$ cat src/rtl/seq_add_sub.sv
// Multi-cycle adder/subtractor: CHUNK bits per cycle, result N=WIDTH/CHUNK edges after accept, held until out_ready.
// Optional ADD_SUB_SAT_EN: signed saturation of s on overflow, applied on the edge that enters DONE.
module seq_add_sub #(
   parameter int WIDTH = 32,
   parameter int CHUNK = 8
) (
   input  logic             clk,
   input  logic             rst,
   input  logic             in_valid,
   output logic             in_ready,
   input  logic             sub,
   input  logic             cin,
   input  logic [WIDTH-1:0] x,
   input  logic [WIDTH-1:0] y,
   output logic             out_valid,
   input  logic             out_ready,
   output logic [WIDTH-1:0] s,
   output logic             cout,
   output logic             ovf
);

   localparam int N  = WIDTH / CHUNK;
   localparam int KW = (N > 1) ? $clog2(N) : 1;

   generate
      if (WIDTH % CHUNK != 0) begin : g_bad_chunk
         $error("seq_add_sub: WIDTH must be a multiple of CHUNK");
      end
   endgenerate

   typedef enum logic [1:0] {IDLE, RUN, DONE} state_t;

   state_t           state, state_next;
   logic [WIDTH-1:0] xa, yb;
   logic             carry;
   logic [KW-1:0]    k;

   logic [WIDTH-1:0] xa_sh, yb_sh, mask, s_next;
   logic [CHUNK-1:0] xa_c, yb_c, sum_c;
   logic             c_out_c, msb_cin, ovf_c, last, accept;
   int               shamt;

   assign in_ready  = (state == IDLE);
   assign out_valid = (state == DONE);
   assign accept    = in_valid && (state == IDLE);
   assign last      = (k == KW'(N - 1));

   // Chunk slice by shifting rather than a variable part-select.
   always_comb begin
      shamt = int'(k) * CHUNK;
      xa_sh = xa >> shamt;
      yb_sh = yb >> shamt;
      xa_c  = xa_sh[CHUNK-1:0];
      yb_c  = yb_sh[CHUNK-1:0];
      {c_out_c, sum_c} = {1'b0, xa_c} + {1'b0, yb_c} + {{CHUNK{1'b0}}, carry};
      // Carry into the top bit of this chunk; only meaningful on the last chunk.
      msb_cin = xa_c[CHUNK-1] ^ yb_c[CHUNK-1] ^ sum_c[CHUNK-1];
      ovf_c   = msb_cin ^ c_out_c;
      mask    = WIDTH'({CHUNK{1'b1}}) << shamt;
      s_next  = (s & ~mask) | ((WIDTH'(sum_c)) << shamt);
   end

`ifdef ADD_SUB_SAT_EN
   logic [WIDTH-1:0] sat_val;
   assign sat_val = xa[WIDTH-1] ? {1'b1, {(WIDTH-1){1'b0}}} : {1'b0, {(WIDTH-1){1'b1}}};
`endif

   always_comb begin
      state_next = state;
      case (state)
         IDLE:    if (in_valid) state_next = RUN;
         RUN:     if (last) state_next = DONE;
         DONE:    if (out_ready) state_next = IDLE;
         default: state_next = IDLE;
      endcase
   end

   always_ff @(posedge clk or posedge rst) begin
      if (rst) begin
         state <= IDLE;
         xa    <= '0;
         yb    <= '0;
         carry <= 1'b0;
         k     <= '0;
         s     <= '0;
         cout  <= 1'b0;
         ovf   <= 1'b0;
      end else begin
         state <= state_next;
         if (accept) begin
            xa    <= x;
            yb    <= sub ? ~y : y;
            // Subtract is x + ~y + 1 - borrow, so the initial carry is the inverted borrow.
            carry <= cin ^ sub;
            k     <= '0;
         end else if (state == RUN) begin
            carry <= c_out_c;
            k     <= k + 1'b1;
            s     <= s_next;
            if (last) begin
               cout <= c_out_c;
               ovf  <= ovf_c;
`ifdef ADD_SUB_SAT_EN
               if (ovf_c) s <= sat_val;
`endif
            end
         end
      end
   end

endmodule

$ cat config.mk
export PLATFORM = sky130hd
export DESIGN_NAME = seq_add_sub
export DESIGN_NICKNAME = d
export VERILOG_FILES = /design/src/rtl/seq_add_sub.sv
export SDC_FILE = /design/constraint.sdc
export NUM_CORES = 1
export LEC_CHECK = 0
export CAP_MARGIN = 15
export CORE_UTILIZATION = 51
export DETAILED_ROUTE_END_ITERATION = 7
export PLACE_DENSITY_LB_ADDON = 0.1
export SETUP_SLACK_MARGIN = 0.15
export SLEW_MARGIN = 30
export SYNTH_ARGS = -nofsm -noshare
export SYNTH_HDL_FRONTEND = slang
export SYNTH_SLANG_ARGS = --single-unit
$ cat constraint.sdc
create_clock -name clk -period 4.8 [get_ports clk]
set_clock_uncertainty 0.15 [all_clocks]
set_input_delay 0.96 -clock clk [delete_from_list [all_inputs] [get_ports clk]]
set_output_delay 0.96 -clock clk [all_outputs]
set_load 0.01 [all_outputs]
==> impl_metrics.py, run 1 <==
metrics = {
    "routing": {
        "detail-route-antenna-nets": 0,
        "via_per_inst": 5.344,
        "wl_per_cell_um": 15.68,
        "wirelength_um": 10250,
        "drc": 0,
        "drtPass1Iterations": 4,
        "first_iter_violations": 129,
        "vias": 3495,
    },
    "timing": {
        "worst_pin_slew_ns": 0.9452,
        "fmax_ghz": 0.2990,
        "fin_crit_sh": 0.6967,
        "hold_viol_final": 0,
        "timing.final.crit_period_ns": 3.344,
        "timing.setup.tns_ns": 0,
        "setup_violations": 0,
        "finalMaxSlewViolations": 0,
        "relSlewSlack": 0.3650,
        "rsz0062_at_grt": "false",
    },
    "critical_path": {
        "worst-path-max-fanout": 21,
        "worstPathRequired_ns": 4.95,
        "arrival_ns": 3.49,
        "cpMostUsedCell": "fa_1",
        "worst_path_max_delay_cell": "dfrtp_1",
        "crit_chain": "mux4_2, fa_1, inv_1, fa_1, nand2b_1, a21oi_1, a31oi_1, xnor2_1, a22o_1",
        "start_kind": "flop",
        "max_stage_delay_ns": 0.93,
        "crit_family": "flip-flops",
        "crit_path_end_kind": "flop",
        "crit_buf_inv": 1,
        "path_class": "flop to flop",
    },
    "placement": {
        "dp.cells": 640,
        "hpwl_um": 7303,
        "gp_congestion": 0.8270,
        "io_buffers": 105,
    },
    "power_and_ir_drop": {
        "total_leakage_power_nw": 2.795,
        "totalPowerFinal_mw": 4.779,
        "power.density_mw_per_mm2": 773.6,
        "ir_worst_vdd_mv": 0.3647,
    },
    "layout": {
        "fin_nets": 623,
        "fin_util": 0.6718,
        "layout_commonest_cell": "nand2_1",
        "antenna_cells": 0,
        "fin_cells": 654,
        "nFillCells": 726,
        "final_cell_mix": "nand2_1 (136), clkdlybuf4s50_1 (104), dfrtp_1 (103), xnor2_1 (39), o21ai_0 (38)",
        "area_growth_pct": 28.66,
        "drive_gt1_frac": 0.07919,
    },
    "global_routing": {
        "grt_pass1_wl_um": 16750,
        "grt_max_degree": 57,
        "grt_pass1_vias": 3430,
        "antenna_found_initial": 0,
        "grtUsageTotal": 0.2224,
        "grt_overflow": 0,
    },
    "floorplanning": {
        "dieArea_mm2": 0.009808,
        "fp.dieH_um": 99.04,
        "rows": 35,
        "initial_core_util": 0.5222,
        "die_w_um": 99.04,
        "core_area_mm2": 0.009196,
        "ioPinCount": 106,
    },
    "synthesis": {
        "synthCells": 444,
        "synth.net_count": 527,
        "yosys_warnings": 0,
        "synth.top_cell.area_share": 0.5367,
        "synth_largest_area_cell": "dfrtp_1",
        "syn_area_mm2": 0.004802,
        "yosys-top-cells-area": "dfrtp_1 (54%), nand2_1 (11%), mux4_2 (7.5%)",
        "avgSynthCellArea_um2": 10.82,
        "synth_cell_type_count": 29,
        "ys_ff_latch": 103,
        "ys_seq_area_frac": 0.5367,
    },
    "clocking": {
        "post_cts_resized": 0,
        "clk_latency_ns": 0.36,
        "post_cts_buffers": 0,
        "h-tree-depth": 3,
        "clk_pin_slew_ns": 0.09,
        "clk_path_buf_depth": 2,
        "tritoncts": "built",
        "cts_hold_buf": 0,
        "cts_root_buf": "clkbuf_8",
        "cts_buffers": 9,
        "cts_sinks": 103,
    },
    "hold_path": {
        "min_path_type": "flop to flop",
    },
    "flow_run": {
        "drv_cap": 0,
    },
    "run_status": {
        "status": "finished clean",
    },
}
registers in the layout (all words and copies together) (netlist names):
signal  cells
ovf         1
yb         32
s          32
k           2
xa         32
state       2
carry       1
cout        1
logic make-up (layout without fill, tap and decap cells):
kind of cell	Yosys count	after routing	share of synthesized area
adders and majority gates	13	13	0.03700
muxes	16	16	0.07504
buffers and inverters	32	131	0.02658
AOI/OAI and AO/OA	86	86	0.1248
and+or+nand+nor	154	154	0.1269
xor gates and xnor gates	40	40	0.07296
DFF	103	103	0.5367
metal layers:
| metal | global-route usage | vias up | part of all wire |
|---|---|---|---|
| li1 | - | 1690 | - |
| met1 | 0.2991 | 1697 | 0.47 |
| met2 | 0.3674 | 94 | 0.48 |
| met3 | 0.03901 | 14 | 0.039 |
| met4 | 0.07692 | 0 | 0.015 |
| met5 | 0 | - | 0 |
layout make-up:
| type | instances | area (um^2) | area share |
|---|---|---|---|
| clock buffer | 10 | 127.6 | 0.02066 |
| clock inverter | 4 | 120.1 | 0.01944 |
| inverter | 8 | 32.53 | 0.005265 |
| multi-input combinational | 309 | 2106 | 0.3408 |
| sequential | 103 | 2577 | 0.4172 |
| tap | 111 | 138.9 | 0.02248 |
| timing repair buffer | 109 | 1076 | 0.1742 |
where the power goes:
part	internal [mW]	total, mW	switching (mW)	leakage (nW)
Clock	0.394	0.672	0.279	0.122
Combinational	1.17	2.57	1.40	1.39
Sequential	1.28	1.54	0.254	1.28
final timing paths:
check / from / end / slack [ns] / cells past startpoint
max in group asynchronous: rst / xa[22] / 2.85 / 3
setup reg to reg: k[1] / s[30] / 1.46 / 9
hold reg to reg: xa[22] / xa[22] / 0.33 / 2
setup / recovery: k[1] / s[30] / 1.46 / 9
hold / removal: xa[22] / xa[22] / 0.33 / 2
min in group asynchronous: rst / xa[12] / 0.85 / 2
synth_stat cells:
cell / instances
o21ai_0: 38
a31o_2: 1
a22o_1: 32
a211oi_2: 1
buf_2: 6
nand2_1: 137
nand2b_1: 3
nand3_1: 3
a211oi_4: 1
and2_1: 1
a31oi_1: 1
o221ai_1: 1
a21oi_1: 4
o21bai_1: 1
dfrtp_1: 103
a21o_1: 5
nor2b_1: 1
ha_1: 11
nor3_1: 2
inv_1: 8
mux4_2: 16
and4_2: 1
xor2_1: 1
o31ai_1: 1
nor2_1: 5
nor3_2: 1
clkbuf_1: 18
xnor2_1: 39
fa_1: 2
tightest hold or removal path: stages, from the launching register on:
cell     delay, ns
dfrtp_1       0.35
nand2_1       0.05
nand2_1       0.05
stage by stage:
| step | hold WS, ns | area, um^2 | setup slack (ns) |
|---|---|---|---|
| after floorplan | 0.2903 | 4802 | 0.9862 |
| after global placement | 0.3059 | 5924 | 1.602 |
| after detailed placement | 0.3093 | 5926 | 1.465 |
| after CTS | 0.3302 | 6173 | 1.467 |
| after global routing | 0.3419 | 6178 | 1.256 |
| final | 0.3277 | 6178 | 1.456 |
No activity file was read; power rests on OpenSTA's default activity.
==> run 2, diff against run 1 <==
Settings changed: CORE_UTILIZATION 51 to 46.
Clock period 4.8 ns to 2.79 ns, I/O delays scaled along.
==> impl_metrics.py, run 2 (synthesized netlist as in run 1, its figures left out) <==
metrics = {
    "timing": {
        "setup_violations": 0,
        "timing.final.crit_period_ns": 2.682,
        "holdWs_ns": 0.2846,
        "timing.setup.tns_ns": 0,
        "worst_pin_slew_ns": 0.6061,
        "rsz0062_at_grt": "true",
        "hold_viol_final": 0,
        "relSlewSlack": 0.5945,
        "layout_setup_ws_ns": 0.1084,
        "finalMaxSlewViolations": 0,
        "fmax_ghz": 0.3729,
        "fin_crit_sh": 0.9612,
    },
    "layout": {
        "area_growth_pct": 36.14,
        "reg_top3": "s: 32 flops, xa: 32 flops, yb: 32 flops",
        "drive_gt1_frac": 0.1517,
        "antenna_cells": 0,
        "nFillCells": 815,
        "design_area_mm2": 0.006538,
        "layout_commonest_cell": "nand2_1",
        "final_cell_mix": "nand2_1 (136), clkdlybuf4s50_1 (104), dfrtp_1 (102), xnor2_1 (36), o21ai_0 (36)",
        "fin_nets": 645,
    },
    "global_routing": {
        "grtUsageTotal": 0.2025,
        "grt_overflow": 0,
        "antenna_found_initial": 0,
        "grt_pass1_vias": 3615,
        "grt_max_degree": 49,
        "grt_pass1_wl_um": 17280,
    },
    "routing": {
        "drtPass1Iterations": 4,
        "detail-route-antenna-nets": 0,
        "wirelength_um": 10450,
        "first_iter_violations": 134,
        "via_per_inst": 5.101,
        "vias": 3571,
        "wl_per_cell_um": 14.93,
        "drc": 0,
    },
    "floorplanning": {
        "rows": 36,
        "ioPinCount": 106,
        "fp.dieH_um": 104.2,
        "core_area_mm2": 0.009955,
        "die_w_um": 104.2,
        "dieArea_mm2": 0.01085,
        "initial_core_util": 0.4824,
    },
    "critical_path": {
        "arrival_ns": 2.79,
        "worstPathRequired_ns": 2.89,
        "start_kind": "flop",
        "worst-path-max-fanout": 7,
        "path_class": "flop to flop",
        "crit_path_end_kind": "flop",
    },
    "clocking": {
        "cts_hold_buf": 0,
        "cts_buffers": 9,
        "h-tree-depth": 3,
        "clk_latency_ns": 0.36,
        "tritoncts": "built",
        "clk_path_buf_depth": 2,
        "cts_root_buf": "clkbuf_8",
        "cts_sinks": 103,
        "clk_pin_slew_ns": 0.10,
    },
    "power_and_ir_drop": {
        "ir_worst_vdd_mv": 0.6406,
        "p_clk_frac": 0.099,
        "totalPowerFinal_mw": 8.994,
        "p_seq_frac": 0.298,
        "p_int_mw": 5.385,
        "combPwrFrac": 0.603,
        "p_sw_frac": 0.4013,
        "power.density_mw_per_mm2": 1376,
        "total_leakage_power_nw": 2.923,
        "p_sw_mw": 3.609,
    },
    "flow_run": {
        "drv_cap": 0,
    },
    "placement": {
        "hpwl_um": 8068,
        "io_buffers": 105,
        "dpl_cell_area_mm2": 0.006188,
        "gp_congestion": 0.8366,
        "pre_cts_slack_ns": 0.06808,
    },
    "hold_path": {
        "min_path_type": "primary input to async pin",
    },
    "run_status": {
        "status": "finished clean",
    },
}
[run 2: changes by cell type in the layout (fill, tap and decap cells not counted), sizes merged]
cell / delta
buf: +21
bufinv: -4
clkbuf: +2
clkinv: +2
clkinvlp: +3
[run 2: final cells by class]
type	instances	area (um^2)	share of cell area
Clock buffer	11	151.4	0.02316
Timing Repair Buffer	131	1325	0.2027
Sequential cell	103	2579	0.3944
Clock inverter	5	41.29	0.006316
Inverter	8	33.78	0.005167
Tap cell	133	166.4	0.02545
Multi-Input combinational cell	309	2241	0.3428
[run 2: critical path, cell delays in order (launching register included)]
cell and delay, ns:
dfrtp_2 0.49, buf_12 0.16, mux4_2 0.53, ha_4 0.26, a21o_1 0.15, a21o_1 0.18, a211oi_4 0.31, xnor2_2 0.14
a22o_1 0.22
[run 2: power groups by stage]
stage / clock network (mW) / logic, mW / registers (mW)
6_report: 0.888 / 5.43 / 2.68
5_1_grt: 0.965 / 5.93 / 2.76
3_3_place_gp: 0 / 4.80 / 2.69
3_5_place_dp: 0 / 4.91 / 2.70
2_1_floorplan: 0 / 3.14 / 2.63
4_1_cts: 0.911 / 5.11 / 2.68
[run 2: timing repair]
item | in CTS | in global routing
buffers inserted | 2 | 1
cloned | 0 | 1
gates resized for setup | 6 | 12
endpoints found under the setup margin | 14 | 23
pin swaps | 1 | 4
[run 2: metal layers]
layer | vias up | routed length [um] | track usage
li1 | 1738 | - | -
met1 | 1740 | 4455 | 0.2410
met2 | 80 | 5481 | 0.3676
met3 | 13 | 322 | 0.03759
met4 | 0 | 192 | 0.06735
met5 | - | 0 | 0
[run 2: through the flow]
| step | utilization | std cells |
|---|---|---|
| after floorplan | - | 444 |
| after global placement | 0.6217 | 680 |
| after detailed placement | 0.6217 | 680 |
| after CTS | 0.6454 | 698 |
| after global routing | 0.6567 | 700 |
| final | 0.6567 | 700 |
[run 2: path summary, 6_finish.rpt]
check | to | slack [ns] | cells past startpoint | startpoint
max in group asynchronous | yb[25] | 1.70 | 3 | rst
max reg2reg | s[23] | 0.11 | 8 | k[0]
min | state[1] | 0.28 | 2 | rst
max | s[23] | 0.11 | 8 | k[0]
min reg2reg | xa[31] | 0.33 | 2 | xa[31]
min in group clk | xa[31] | 0.33 | 2 | xa[31]
==> run 3, diff against run 2 <==
Settings changed: GPL_TIMING_DRIVEN set to 0, SETUP_SLACK_MARGIN 0.15 to 0.3.
==> impl_metrics.py, run 3 (synthesized netlist as in run 1, its figures left out) <==
metrics = {
    "power_and_ir_drop": {
        "ir_worst_vdd_mv": 0.6207,
        "total_leakage_power_nw": 2.934,
        "power.density_mw_per_mm2": 1384,
        "combPwrFrac": 0.618,
        "p_seq_frac": 0.283,
        "p_sw_mw": 3.768,
        "p_int_mw": 5.421,
        "p_clk_frac": 0.099,
        "p_sw_frac": 0.4101,
    },
    "layout": {
        "area_growth_pct": 38.25,
        "nFillCells": 799,
        "antenna_cells": 0,
        "layout_commonest_cell": "nand2_1",
        "fin_util": 0.6669,
        "drive_gt1_frac": 0.1483,
        "regArea_mm2": 0.002579,
        "final_cell_mix": "nand2_1 (137), clkdlybuf4s50_1 (104), dfrtp_1 (102), xnor2_1 (35), o21ai_0 (35)",
        "reg_top3": "s: 32 flops, xa: 32 flops, yb: 32 flops",
        "fin_nets": 659,
        "multi_input_area_mm2": 0.002276,
    },
    "floorplanning": {
        "fp.dieH_um": 104.2,
        "core_area_mm2": 0.009955,
        "initial_core_util": 0.4824,
        "ioPinCount": 106,
        "rows": 36,
        "dieArea_mm2": 0.01085,
        "die_w_um": 104.2,
    },
    "timing": {
        "fmax_ghz": 0.3568,
        "setup_violations": 5,
        "timing.setup.tns_ns": -0.02774,
        "hold_viol_final": 0,
        "timing.final.crit_period_ns": 2.803,
        "layout_setup_ws_ns": -0.01260,
        "fin_crit_sh": 1.005,
        "finalMaxSlewViolations": 0,
        "relSlewSlack": 0.3949,
        "worst_pin_slew_ns": 0.9008,
        "rsz0062_at_grt": "true",
    },
    "clocking": {
        "cts_hold_buf": 0,
        "clk_pin_slew_ns": 0.09,
        "cts_sinks": 103,
        "tritoncts": "built",
        "cts_buffers": 9,
        "h-tree-depth": 3,
        "cts_root_buf": "clkbuf_8",
        "clk_latency_ns": 0.37,
        "clk_path_buf_depth": 2,
    },
    "global_routing": {
        "antenna_found_initial": 0,
        "gr-usage-met2": 0.3805,
        "met3_usage": 0.04135,
        "grtUsageTotal": 0.2293,
        "grt_pass1_vias": 3754,
        "grt_overflow": 0,
        "grt_max_degree": 31,
        "grt_pass1_wl_um": 19110,
        "busiest_layer": "met2",
        "grt.met1_usage": 0.3003,
    },
    "routing": {
        "detail-route-antenna-nets": 0,
        "drtPass1Iterations": 4,
        "vias": 3722,
        "wl_per_cell_um": 16.34,
        "first_iter_violations": 144,
        "drc": 0,
        "wirelength_um": 11650,
        "via_per_inst": 5.220,
    },
    "hold_path": {
        "min_path_type": "flop to flop",
        "whs_path_depth": 2,
    },
    "critical_path": {
        "worstPathRequired_ns": 2.90,
        "worst-path-max-fanout": 5,
        "reg2reg_depth": 10,
        "arrival_ns": 2.91,
        "path_class": "flop to flop",
        "crit_path_end_kind": "flop",
        "start_kind": "flop",
    },
    "run_status": {
        "status": "finished with violations",
        "violations": "setup timing",
    },
    "flow_run": {
        "drv_cap": 0,
    },
    "placement": {
        "hpwl_um": 8740,
        "gp_congestion": 0.7883,
        "pre_cts_slack_ns": -0.3362,
        "io_buffers": 104,
    },
}
-- run 3: cell types whose count changed in the layout (fill, tap and decap cells not counted), moves of 2 or more --
cell,delta
clkbuf_1,+18
buf_4,-9
buf_16,+3
buf_6,+3
buf_12,-2
buf_2,+2
clkinv_4,-2
clkinvlp_4,+2
inv_1,-2
inv_2,+2
o21ai_2,+2
-- run 3: cell type report --
type / instances / share of cell area
plain buffers: 24 / 0.02035
clock buffers: 10 / 0.01922
clock inverters: 5 / 0.009046
inverters: 8 / 0.005089
multi-input cells: 309 / 0.3428
flip-flops and latches: 103 / 0.3884
well taps: 133 / 0.02507
repair buffers: 121 / 0.1900
-- run 3: per-layer routing --
layer / vias up / part of all wire
met1: 1827 / 0.45
met3: 15 / 0.045
met5: - / 0
met2: 112 / 0.49
met4: 0 / 0.017
li1: 1768 / -
-- run 3: worst max-delay path: stages, from the launching register on --
cell and delay [ns]:
dfrtp_2 0.43, buf_12 0.14, mux4_2 0.52, fa_2 0.42
inv_2 0.07, fa_2 0.19, nand2b_4 0.13, a21oi_4 0.08
buf_4 0.15, xor2_2 0.19, a22o_1 0.21
-- run 3: worst paths after layout --
path,start,slack [ns],to
worst max register to register,k[0],-0.01,s[12]
worst min register to register,xa[0],0.33,xa[0]
min in group asynchronous,rst,0.41,xa[5]
worst min-delay path,xa[0],0.33,xa[0]
worst max-delay path,k[0],-0.01,s[12]
max in group asynchronous,rst,1.46,s[27]
-- run 3: timing repair --
action / 4_1_cts / 5_1_grt
pin swaps: 4 / 3
setup buffers: 4 / 9
cloned: 0 / 0
hold endpoints to repair: 0 / 0
gates resized for setup: 15 / 20
endpoints found under the setup margin: 31 / 31
-- run 3: power groups by stage --
| stage | sequential (mW) | clock, mW | combinational, mW |
|---|---|---|---|
| finish | 2.60 | 0.907 | 5.68 |
| floorplan | 2.63 | 0 | 3.14 |
| detailed placement | 2.64 | 0 | 4.69 |
| global placement | 2.61 | 0 | 4.54 |
| global route | 2.69 | 0.980 | 6.16 |
| CTS | 2.60 | 0.925 | 5.06 |
-- run 3: metrics by stage --
| step | instances | hold WS (ns) | total power [mW] | area (um^2) |
|---|---|---|---|---|
| detailed placement | 685 | 0.3089 | 7.328 | 6171 |
| floorplan | 444 | 0.2903 | 5.768 | 4861 |
| global placement | 681 | 0.3064 | 7.155 | 6068 |
| finish | 713 | 0.3289 | 9.190 | 6639 |
| CTS | 704 | 0.3309 | 8.587 | 6460 |
| global route | 713 | 0.3468 | 9.829 | 6639 |
